==> config.mk <==
export PLATFORM = sky130hd
export DESIGN_NAME = c6502_dma_arbiter
export DESIGN_NICKNAME = d
export VERILOG_FILES = /design/src/rtl/c6502_dma_arbiter.sv
export SDC_FILE = /design/constraint.sdc
export NUM_CORES = 1
export LEC_CHECK = 0
export ABC_AREA = 1
export CORE_AREA = 2 2 88 90
export CTS_CLUSTER_DIAMETER = 200
export CTS_CLUSTER_SIZE = 30
export DETAILED_ROUTE_END_ITERATION = 6
export DIE_AREA = 0 0 90 92
export DONT_BUFFER_PORTS = 1
export GPL_TIMING_DRIVEN = 0
export SYNTH_ARGS = -nofsm -noshare
export SYNTH_HDL_FRONTEND = slang
export SYNTH_SLANG_ARGS = --single-unit
==> constraint.sdc <==
create_clock -name clock -period 1.84 [get_ports clock]
set_input_delay 0.552 -clock clock [delete_from_list [all_inputs] [get_ports clock]]
set_output_delay 0.552 -clock clock [all_outputs]
set_load 0.02 [all_outputs]
==> src/rtl/c6502_dma_arbiter.sv <==
// Memory-port arbiter for the c6502: forwards CPU cycles to memory, and on a write to DMA_REG
// stalls the CPU while it copies one page of main memory into the 256-byte destination RAM.
module c6502_dma_arbiter #(
  parameter logic [15:0] DMA_REG = 16'h4014,
  parameter int unsigned LEN     = 256
) (
  input  logic        clock,
  input  logic        reset_n,
  input  logic        ce_in,
  input  logic [15:0] cpu_address,
  input  logic [7:0]  cpu_out,
  input  logic        cpu_we,
  input  logic        cpu_rd,
  output logic [7:0]  cpu_in,
  output logic        cpu_ce,
  output logic [15:0] mem_address,
  output logic [7:0]  mem_wdata,
  output logic        mem_we,
  output logic        mem_rd,
  input  logic [7:0]  mem_rdata,
  output logic [7:0]  dst_address,
  output logic [7:0]  dst_data,
  output logic        dst_we,
  output logic        busy,
  output logic        done
);

  typedef enum logic [1:0] {StIdle, StRd, StWr} state_e;

  localparam logic [8:0] LastCnt = 9'(LEN - 1);

  state_e     state_q, state_d;
  logic [7:0] page_q, page_d;
  logic [7:0] buf_q, buf_d;
  logic [8:0] cnt_q, cnt_d;
  logic       done_q, done_d;
  logic       hit;

  always_ff @(posedge clock) begin
    if (!reset_n) begin
      state_q <= StIdle;
      page_q  <= 8'h00;
      buf_q   <= 8'h00;
      cnt_q   <= 9'd0;
      done_q  <= 1'b0;
    end else if (ce_in) begin
      state_q <= state_d;
      page_q  <= page_d;
      buf_q   <= buf_d;
      cnt_q   <= cnt_d;
      done_q  <= done_d;
    end
  end

  always_comb begin
    state_d     = state_q;
    page_d      = page_q;
    buf_d       = buf_q;
    cnt_d       = cnt_q;
    done_d      = 1'b0;
    hit         = cpu_we & (cpu_address == DMA_REG);
    cpu_ce      = 1'b0;
    busy        = 1'b1;
    mem_address = {page_q, cnt_q[7:0]};
    mem_wdata   = cpu_out;
    mem_we      = 1'b0;
    mem_rd      = 1'b0;
    dst_address = 8'h00;
    dst_data    = 8'h00;
    dst_we      = 1'b0;

    unique case (state_q)
      StIdle: begin
        cpu_ce      = ce_in;
        busy        = 1'b0;
        mem_address = cpu_address;
        mem_we      = cpu_we & ~hit;
        mem_rd      = cpu_rd;
        if (hit) begin
          page_d  = cpu_out;
          cnt_d   = 9'd0;
          state_d = StRd;
        end
      end
      StRd: begin
        mem_rd  = 1'b1;
        buf_d   = mem_rdata;
        state_d = StWr;
      end
      StWr: begin
        dst_address = cnt_q[7:0];
        dst_data    = buf_q;
        // A reset asserted mid-write must not let the byte land.
        dst_we      = ce_in & reset_n;
        if (cnt_q == LastCnt) begin
          done_d  = 1'b1;
          state_d = StIdle;
        end else begin
          cnt_d   = cnt_q + 9'd1;
          state_d = StRd;
        end
      end
      default: state_d = StIdle;
    endcase
  end

  assign cpu_in = mem_rdata;
  assign done   = done_q;

endmodule

---- After elaboration in Yosys (flattened, before gate mapping) ----
Cells that the tools add are included.
operators by class
  add/subtract/negate cells ............... 1
  bitwise operators ....................... 4
  $mul .................................... 0
  order comparisons ....................... 0
  shifts and indexed selects .............. 0
  reductions and logical operators ........ 6
  eq/ne operators ......................... 6
  divide/modulo/power cells ............... 0
  muxes and demuxes ....................... 16
operators by type and width
  operator              count
  $mux 9                2
  $pmux 9 s2            1
  $eq 16x15->1 const B  1
  $mux 16               1
  $mux 8                2
  $add 9x1->9 const B   1
  $eq 9x8->1 const B    1
  $mux 1                7
  $pmux 2 s3            1
  $ne 2x2->1 const B    2
  $reduce_and 2->1      2
  $reduce_and 4->1      1
  $and 1x1->1           3
  $reduce_and 3->1      1
  $eq 2x1->1 const B    1
  $eq 2x2->1 const B    1
  $logic_not 2->1       1
  $mux 2                1
  $pmux 1 s2            1
  $reduce_bool 2->1     1
  $not 1->1             1
word-level totals
  output and inout bits ................... 54
  memories ................................ 0
  bits in read-only memories .............. 0
  bits in latches ......................... 0
  RAM bits ................................ 0
  flip-flop bits (word level) ............. 28

---- Longest topological paths before layout ----
Gate-level depths: netlist of run 1.
  word-level depth ........................ 5
  gate-level depth with buffers ........... 13

---- Least setup slack after synthesis of run 1 ----
Ideal clock, no wire load.
  path type ............................... flip-flop to output port
  from .................................... register state_q[0]
  to ...................................... output mem_address[15]
  data required time ...................... 1.288 ns
  cell stages (with the launch flop) ...... 6
  path slack .............................. -0.111 ns
  arrival time ............................ 1.399 ns
  cell sequence ........................... dfxtp_1 -> inv_1 -> nand2_4 -> inv_6 -> clkbuf_1 -> o21ai_0
between the ends
  word-level cells in the longest chain between the ends .. 2
RTL lines
  element                   line  source
  start: declaration        32    state_e state_q, state_d;
  start signal: assignment  41    state_q <= StIdle;
  start signal: assignment  47    state_q <= state_d;
  $logic_not 2->1           72    unique case (state_q)
  $mux 16                   72
  end: declaration          16    output logic [15:0] mem_address,
No other way between the ends.

---- Final worst setup path of run 1 ----
  from .................................... register state_q[0]
  to ...................................... output mem_address[4]
Same word-level chain as after synthesis.

==> summary by stage, run 1 <==
Logic synthesis
The number of nets produced by synthesis is 327. Sorting the synthesized cells by area gives the leading types as dfxtp_1 31%, nand2_1 13%, nor2_1 11%. The instance count of the mapped netlist is 288. The number of different library cells used by synthesis comes to 23. The total of warnings raised by yosys is 0. The share of the Yosys chip area taken by registers is 31.1%. The portion of synthesized cell area occupied by the leading cell type is 31.1%. Counting flops and latches in the post-synthesis netlist gives 28. The cell type with the largest total area after synthesis is dfxtp_1. After synthesis, the mean cell area works out to 6.25 sq um. Summing every instance area after synthesis gives 0.00180 sq mm.

Cells and area
The post-layout instance count excluding filler cells is 412. The count of fill cells added during filler insertion is 784. 0 antenna diodes ended up in the layout.

The top cell types in the final layout, fill and taps aside, are 58 x nand2_1, 34 x inv_1, 33 x nor2_1. The share of final-layout standard cells stronger than drive strength 1 is 38.1%. From synthesis to final layout, the design area changed by 48.4%. The count of nets after finishing is 351. The library cell used most frequently in the layout, excluding fill and tap cells, is nand2_1.

Timing
The post-route setup TNS is -286 ps. The worst slew slack as a fraction of its limit is 71.6%. Setup repair after global routing could not meet its margin everywhere. The post-layout worst setup margin is -48.9 ps. Static timing analysis puts the maximum clock frequency at 0.529 GHz. The number of max-slew violations in the final report came to 0. For the pin with the worst max-slew slack, the measured transition is 423 ps. Hold is met by 359 ps. The routed design could run at a clock period as short as 1890 ps. The clock skew is 8.70 ps. Setup violations remaining at the end of the flow were counted as 10.

The final-report hold violation count is 0. The worst path uses 103% of the clock period.

GRT
The pin count of the biggest net entering global routing is 15. The met2 global-route usage is 25.4%. For this run, global-route usage on met1 was measured as 17.8%. The initial antenna violation count is 0. The number of global-route vias before repair is 1794.

The total congestion overflow is 0. The layer carrying the most global-route usage is met2. Global routing used 14.2% of the available tracks. The global-route wire length before repair is 9310 um.

The met3 track demand over resource in global routing is 2.96%.

Critical path
The critical path endpoint category is a primary output. The category of the critical setup timing path is reg -> out. STA classifies the critical path startpoint as a flop. For the worst setup path, the data required time is 1290 ps. Data arrives at the worst endpoint at 1340 ps.

Along the worst path, the maximum fanout reaches 8.

Run status
The flow ran to the end, but the final reports show violations. The final reports fail on setup timing.

Flow run
Max-cap violations in this run came to 0.

Die
The floorplan die area is 0.00828 sq mm. For this configuration, the core starts out at a cell density of 24.2%. The floorplan has 32 rows. The height of the die is 92 um. The core region is 0.00745 sq mm.

The number of ports placed on the die boundary is 91. The die is 90 um wide.

Pwr
Sequential cells burn 52.8% of the power. The share of total power dissipated in the clock network is 30.6%. VDD sags by at most 0.000351 V.

In this run, the combinational gates consume 16.6% of the power. For this design the static power due to leakage is 1.03 nW. The internal power consumption is 0.000819 W. The switching power total is 0.000325 W.

The power density relative to cell area is 429 mW/mm^2. Net switching is 28.4% of the power.

Clocking
The later pin in the worst-skew pair is clocked with a latency of 280 ps. The clock tree root buffer cell is clkbuf_8. For this design, the CTS-stage hold fixing added 0 buffers. The number of CTS-inserted buffers is 3. The clock drives 28 sinks. TritonCTS built the clock tree. The clock-pin slew of the registers on the worst-case setup and hold paths is 90 ps.

CTS built an H-tree with a depth of 1. The maximum number of buffers from clock root to sink is 2.

Route
The number of vias per cell after detailed routing is 4.64. For this block, the initial DRC count from the detailed router was 120. The routed layout has 1911 vias. After detailed routing, the average wire length per cell comes to 14.8 um.

The routed design has 6090 um of wire. After detailed routing, the number of remaining DRC violations is 0. The count of nets left with antenna violations once routing finished came out at 0. The count of TritonRoute iterations in the first routing pass is 4.

Place
Once detailed placement completed, the half-perimeter wirelength came to 4100 um. Counting tap cells, the placed design contains a total of 390 instances. The post-placement worst setup slack is -510 ps. During placement, the flow inserted port buffers numbering 0. The last weighted congestion value of the routability-driven placer is 0.815.

Min path
The kind of path behind the tightest hold check is in -> reg.
-- kinds of logic after synthesis --
kind of cell	synth area share, %
and+or+nand+nor	34.8
buffers and inverters	18.5
AOI/OAI and AO/OA	14.2
DFF	31.1
adders and majority gates	1.39
-- area by class of cell --
cell class	count	area (sq um)	share of cell area [%]
Buffer	25	241	9.04
Clock buffer	3	41.3	1.55
Inverter	38	163	6.09
Multi-Input combinational cell	197	1320	49.2
Sequential cell	28	574	21.5
Tap cell	102	128	4.78
Timing Repair Buffer	19	209	7.82
-- state kept, by name, indices dropped and copies added, names as in the netlist --
register / cells
cnt_q: 9
state_q: 2
page_q: 8
buf_q: 8
done: 1
-- cell usage after synthesis --
cell type and instances:
a21oi_1 22, buf_2 4, buf_4 16, buf_6 3, clkbuf_1 3, dfxtp_1 28
ha_1 2, inv_1 35, inv_2 2, inv_6 1, nand2_1 62, nand2_2 3
nand2_4 1, nand3_1 15, nand4_1 1, nand4_4 1, nor2_1 51, nor2_2 2
nor2_4 3, nor3_1 2, nor3b_1 1, o21ai_0 29, or2_2 1
-- layer usage --
metal  up-vias  wire, um  part of all wire (%)
met5         -         0                     0
met4         0        27                  0.44
met3         2       435                   7.1
met2        90      3040                    50
met1       892      2590                    42
li1        927         -                     -
-- through the flow --
stage               instance area (sq um)  power (W)  util (%)
floorplan                            1810   0.000754         -
global placement                     1930   0.000771      26.0
detailed placement                   1930   0.000772      26.0
CTS                                  2520    0.00114      33.9
global route                         2670    0.00119      35.9
finish                               2670    0.00114      35.9
-- critical path, stage by stage, from the launching register on --
cell	delay, ps
dfxtp_4	410
inv_6	60
nand2_8	120
inv_8	70
clkbuf_16	170
o21ai_4	220
-- worst paths after layout --
kind,startpoint,endpoint,slack (ps),cells past startpoint
worst max-delay path,state_q[0],mem_address[4],-50,5
worst min-delay path,ce_in,done,360,1
worst max register to register,cnt_q[1],cnt_q[7],70,12
worst min register to register,buf_q[7],buf_q[7],480,2
-- power by group through the flow --
stage / sequential, W / combinational, W / clock, W
6_report: 0.000604 / 0.000190 / 0.000350
5_1_grt: 0.000605 / 0.000201 / 0.000389
4_1_cts: 0.000607 / 0.000176 / 0.000359
3_5_place_dp: 0.000623 / 0.000149 / 0
3_3_place_gp: 0.000623 / 0.000148 / 0
2_1_floorplan: 0.000623 / 0.000131 / 0
-- what timing repair did --
item,CTS,global route
cloned,4,1
endpoints found under the setup margin,44,44
endpoints found under the hold margin,0,0
pin swaps,9,25
setup buffers,11,4
gates resized for setup,106,29
Note: power is estimated with default switching activity, not from simulation.
==> run 2, diff against run 1 <==
--- a/config.mk
+++ b/config.mk
@@ -5,7 +5,6 @@
 export SDC_FILE = /design/constraint.sdc
 export NUM_CORES = 1
 export LEC_CHECK = 0
-export ABC_AREA = 1
 export CORE_AREA = 2 2 88 90
 export CTS_CLUSTER_DIAMETER = 200
 export CTS_CLUSTER_SIZE = 30
==> run 2 against run 1 <==
Against the previous run: the flow still finishes with violations (setup timing); setup slack got worse by 82 ps; non-clock buffer count increased by 9; register-to-register slack about the same; critical path depth decreased by 1; synthesized cell count decreased by 29%; worst hold slack improved by 38 ps; clock skew decreased by 7.9 ps; critical endpoint is now mem_address[3].
==> summary by stage, run 2 <==
Run status
The flow ran to the end, but the final reports show violations. The checks that failed: setup timing.

Timing
The post-layout worst setup margin is -131 ps (-82.0 ps). The post-route setup TNS is -2290 ps (-2000 ps). The worst slew slack as a fraction of its limit is 61.4% (-10 points).

The final number of setup-violating endpoints is 31 (+21). The slew at the pin closest to its max-slew limit was 576 ps (+153 ps). The number of max-slew violations in the final report was 0 (unchanged).

The share of the clock period used by the worst path after layout is 107% (+4.5 points). The final-report hold violation count is 0 (unchanged). Setup repair after global routing could not meet its margin everywhere.

The final critical path time including I/O delays and setup came to 1970 ps (+82.0 ps). The maximum clock frequency was 0.507 GHz (-4.2%). The clock skew is 0.816 ps (-7.88 ps).

Critical path
The endpoint required time on the critical path was 1290 ps (about the same). The startpoint kind of the worst setup timing path is a flop. The kind of cell with the highest combined delay on the critical path is flip-flops. The worst setup path is captured at a primary output. The slowest stage of the critical path is the dfxtp_4 cell. The combined buffer and inverter count along the critical path is 2 (-1). The longest individual stage delay on the worst path is 390 ps (-20 ps). The most frequent cell on the critical path is buf_6. Traced cell by cell, the critical path runs through nor2_4 > buf_6 > buf_6 > mux2_4.

The critical path in this run is classified as reg -> out. The arrival time at the worst endpoint is 1420 ps (+80 ps). The highest fanout seen on the critical path came to 7 (-1).

Clocking
The clock sink count was 28 (unchanged). The maximum number of buffers from clock root to sink is 2 (unchanged). The clock-pin slew of the registers on the worst-case setup and hold paths is 110 ps (+20 ps). The clock tree from TritonCTS is done. The worst-skew pair later-pin latency is 290 ps (about the same). The maximum level of the CTS H-tree is 1 (unchanged). In this run the clock root is driven by a clkbuf_8. The number of CTS-inserted buffers came to 3 (unchanged).

Logic synthesis
The most frequent cell after synthesis is dfxtp_1. The total of warnings raised by yosys is 0 (unchanged). The instance count of the mapped netlist is 204 (-29%). The parity-gate share of the synthesized area counting xor and xnor cells is 0% (unchanged). The biggest area contributor in the post-synthesis netlist is dfxtp_1. The portion of synthesized cell area occupied by the leading cell type was 31.4% (+0.28 points).

After synthesis, the cell types taking the most area are dfxtp_1 31%, mux2_2 11%, buf_4 7.6%. The mean area per synthesized cell is 8.75 sq um (+40%). The netlist area before placement is 0.00178 sq mm (-0.90%). The combinational family with the most area after synthesis is simple AND/OR/NAND/NOR gates.

The proportion of synthesized chip area in sequential cells is 31.4% (+0.28 points). The commonest cells after synthesis are 28 x dfxtp_1, 18 x buf_4, 17 x and2_1, 17 x mux2_2. The adder-cell share of the synthesized area was 1.40% (+0.013 points).

The simple-gate area share of the yosys netlist is 27.9% (-6.9 points). In the synthesized netlist the dominant register cell turns out to be dfxtp_1. The compound-cell area share of the yosys netlist is 11.2% (-3.0 points). The post-synthesis sequential element count is 28 (unchanged). The number of synthesized flops with an enable pin is 0 (unchanged). The count of unique library cells instantiated by Yosys is 36 (+57%). The multiplexer share of the synthesized area is 16.9% (+17 points). The number of nets produced by synthesis is 243 (-26%). The post-synthesis async set-or-reset flop share is 0% (unchanged).

Route
The number of vias per cell after detailed routing was 4.82 (+3.9%). The routed wire length is 5350 um (-12%). The routed length per instance is 16.0 um (+8.4%). The count of vias placed by the detailed router is 1609 (-16%).

The number of antenna-violating nets in the routed design is 0 (unchanged). The post-detailed-route DRC marker count is 0 (unchanged). The starting DRC count in detailed routing came to 61 (-49%). The count of TritonRoute iterations in the first routing pass is 4 (unchanged).

Cells and area
The area growth from synthesis to layout is 35.1%. The most frequent standard cell in the layout excluding fill and tap cells is buf_4. More flip-flops sit in one register than any other, and that register is cnt_q. The largest registers in the layout are cnt_q (9), buf_q (8), page_q (8). The number of flip-flops in the largest register is 9 (unchanged).

The top cell types in the final layout, fill and taps aside, are 35 x buf_4, 23 x dfxtp_1, 14 x and2_4. The count of nets after finishing was 272 (-23%). The total non-filler cell area in the finished layout is 0.00241 sq mm (-9.7%).

The count of fill cells added during filler insertion is 795 (+1.4%). The share of final-layout standard cells stronger than drive strength 1 is 47.8% (+9.8 points). The number of diodes added for antenna fixing is 0 (unchanged).

The post-layout instance count excluding filler cells is 334 (-19%).

Die
The number of ports placed on the die boundary was 91 (unchanged). The floorplan die area is 0.00828 sq mm (unchanged). The horizontal die dimension came to 90 um (unchanged). The height of the die was 92 um (unchanged).

The number of cell rows came to 32 (unchanged). The starting density of the core is 24.0% (-0.22 points). The placeable core region is 0.00745 sq mm (unchanged).

Flow run
The total of max-cap violations is 0 (unchanged).

GRT
The global-route wire length before repair is 8170 um (-12%). The combined global-route utilization of all metal layers is 12.3% (-2.0 points). The initial antenna violation count came to 0 (unchanged).

The number of global-route vias before repair is 1535 (-14%). The total congestion overflow was 0 (unchanged). The pin count of the biggest net entering global routing is 16 (+1).

Place
The number of cells in the design after placement is 306 (-22%). The half-perimeter wire length after detailed placement was 3710 um (-9.6%). The last weighted congestion value of the routability-driven placer is 0.819 (+0.43%). The count of port buffers added during placement is 0 (unchanged). The area of placed instances is 0.00194 sq mm (+0.13%).

Pwr
The power density relative to cell area is 487 mW/mm^2 (+14%). The static leakage power is 1.02 nW (-0.68%). The worst-case vdd ir drop is 0.000242 V (-31%). The power after layout is 0.00117 W (+2.5%).

Min path
The kind of path behind the tightest hold check is in -> reg.
run 2: cell type report:
class	count	area, sq um	share of cell area [%]
Multi-Input combinational cell	143	1180	49.0
Sequential cell	28	574	23.8
Timing Repair Buffer	27	256	10.6
Buffer	26	200	8.30
Tap cell	102	128	5.29
Clock buffer	4	55.1	2.28
Inverter	4	15.0	0.623
run 2: logic make-up (layout without fill, tap and decap cells):
group / count (synthesis) / after routing
compound gates: 34 / 34
mux: 28 / 28
simple gates: 79 / 79
buf+inv: 33 / 61
flops: 28 / 28
fa+ha+maj: 2 / 2
run 2: worst paths after layout:
kind                            startpoint             end  slack, ps  cells after the start
worst max register to register    cnt_q[0]        cnt_q[8]         80                      8
worst max-delay path            state_q[0]  mem_address[3]       -130                      4
worst min register to register    cnt_q[8]        cnt_q[8]        470                      2
worst min-delay path            cpu_out[6]       page_q[6]        400                      2
run 2: where the power goes:
group | switching (W) | internal [W] | total, W
Combinational | 0.0000942 | 0.0000605 | 0.000155
Sequential | 0.000000000940 | 0.000601 | 0.000601
Clock | 0.000225 | 0.000193 | 0.000418
run 2: what timing repair did:
item                                    in CTS  in global routing
hold endpoints to repair                     0                  0
buffers inserted                            21                  5
gates resized for setup                     65                  6
hold buffers                                 0                  0
cloned                                       1                  0
endpoints found under the setup margin      46                 46
pin swaps                                   12                  4
run 2: per-stage QoR:
stage | utilization (%) | hold WS (ps) | setup WS, ps
global placement | 26.0 | 445 | -503
global route | 32.4 | 397 | -198
floorplan | - | 435 | 23.7
detailed placement | 26.0 | 459 | -541
CTS | 31.7 | 400 | -207
finish | 32.4 | 397 | -131
run 2: layer usage:
| layer | track usage, % | routed length (um) | share of wire, % | vias up |
|---|---|---|---|---|
| met1 | 15.6 | 2340 | 44 | 780 |
| li1 | - | - | - | 758 |
| met3 | 2.79 | 328 | 6.1 | 4 |
| met5 | 0 | 0 | 0 | - |
| met4 | 2.69 | 38 | 0.71 | 0 |
| met2 | 21.2 | 2650 | 50 | 67 |
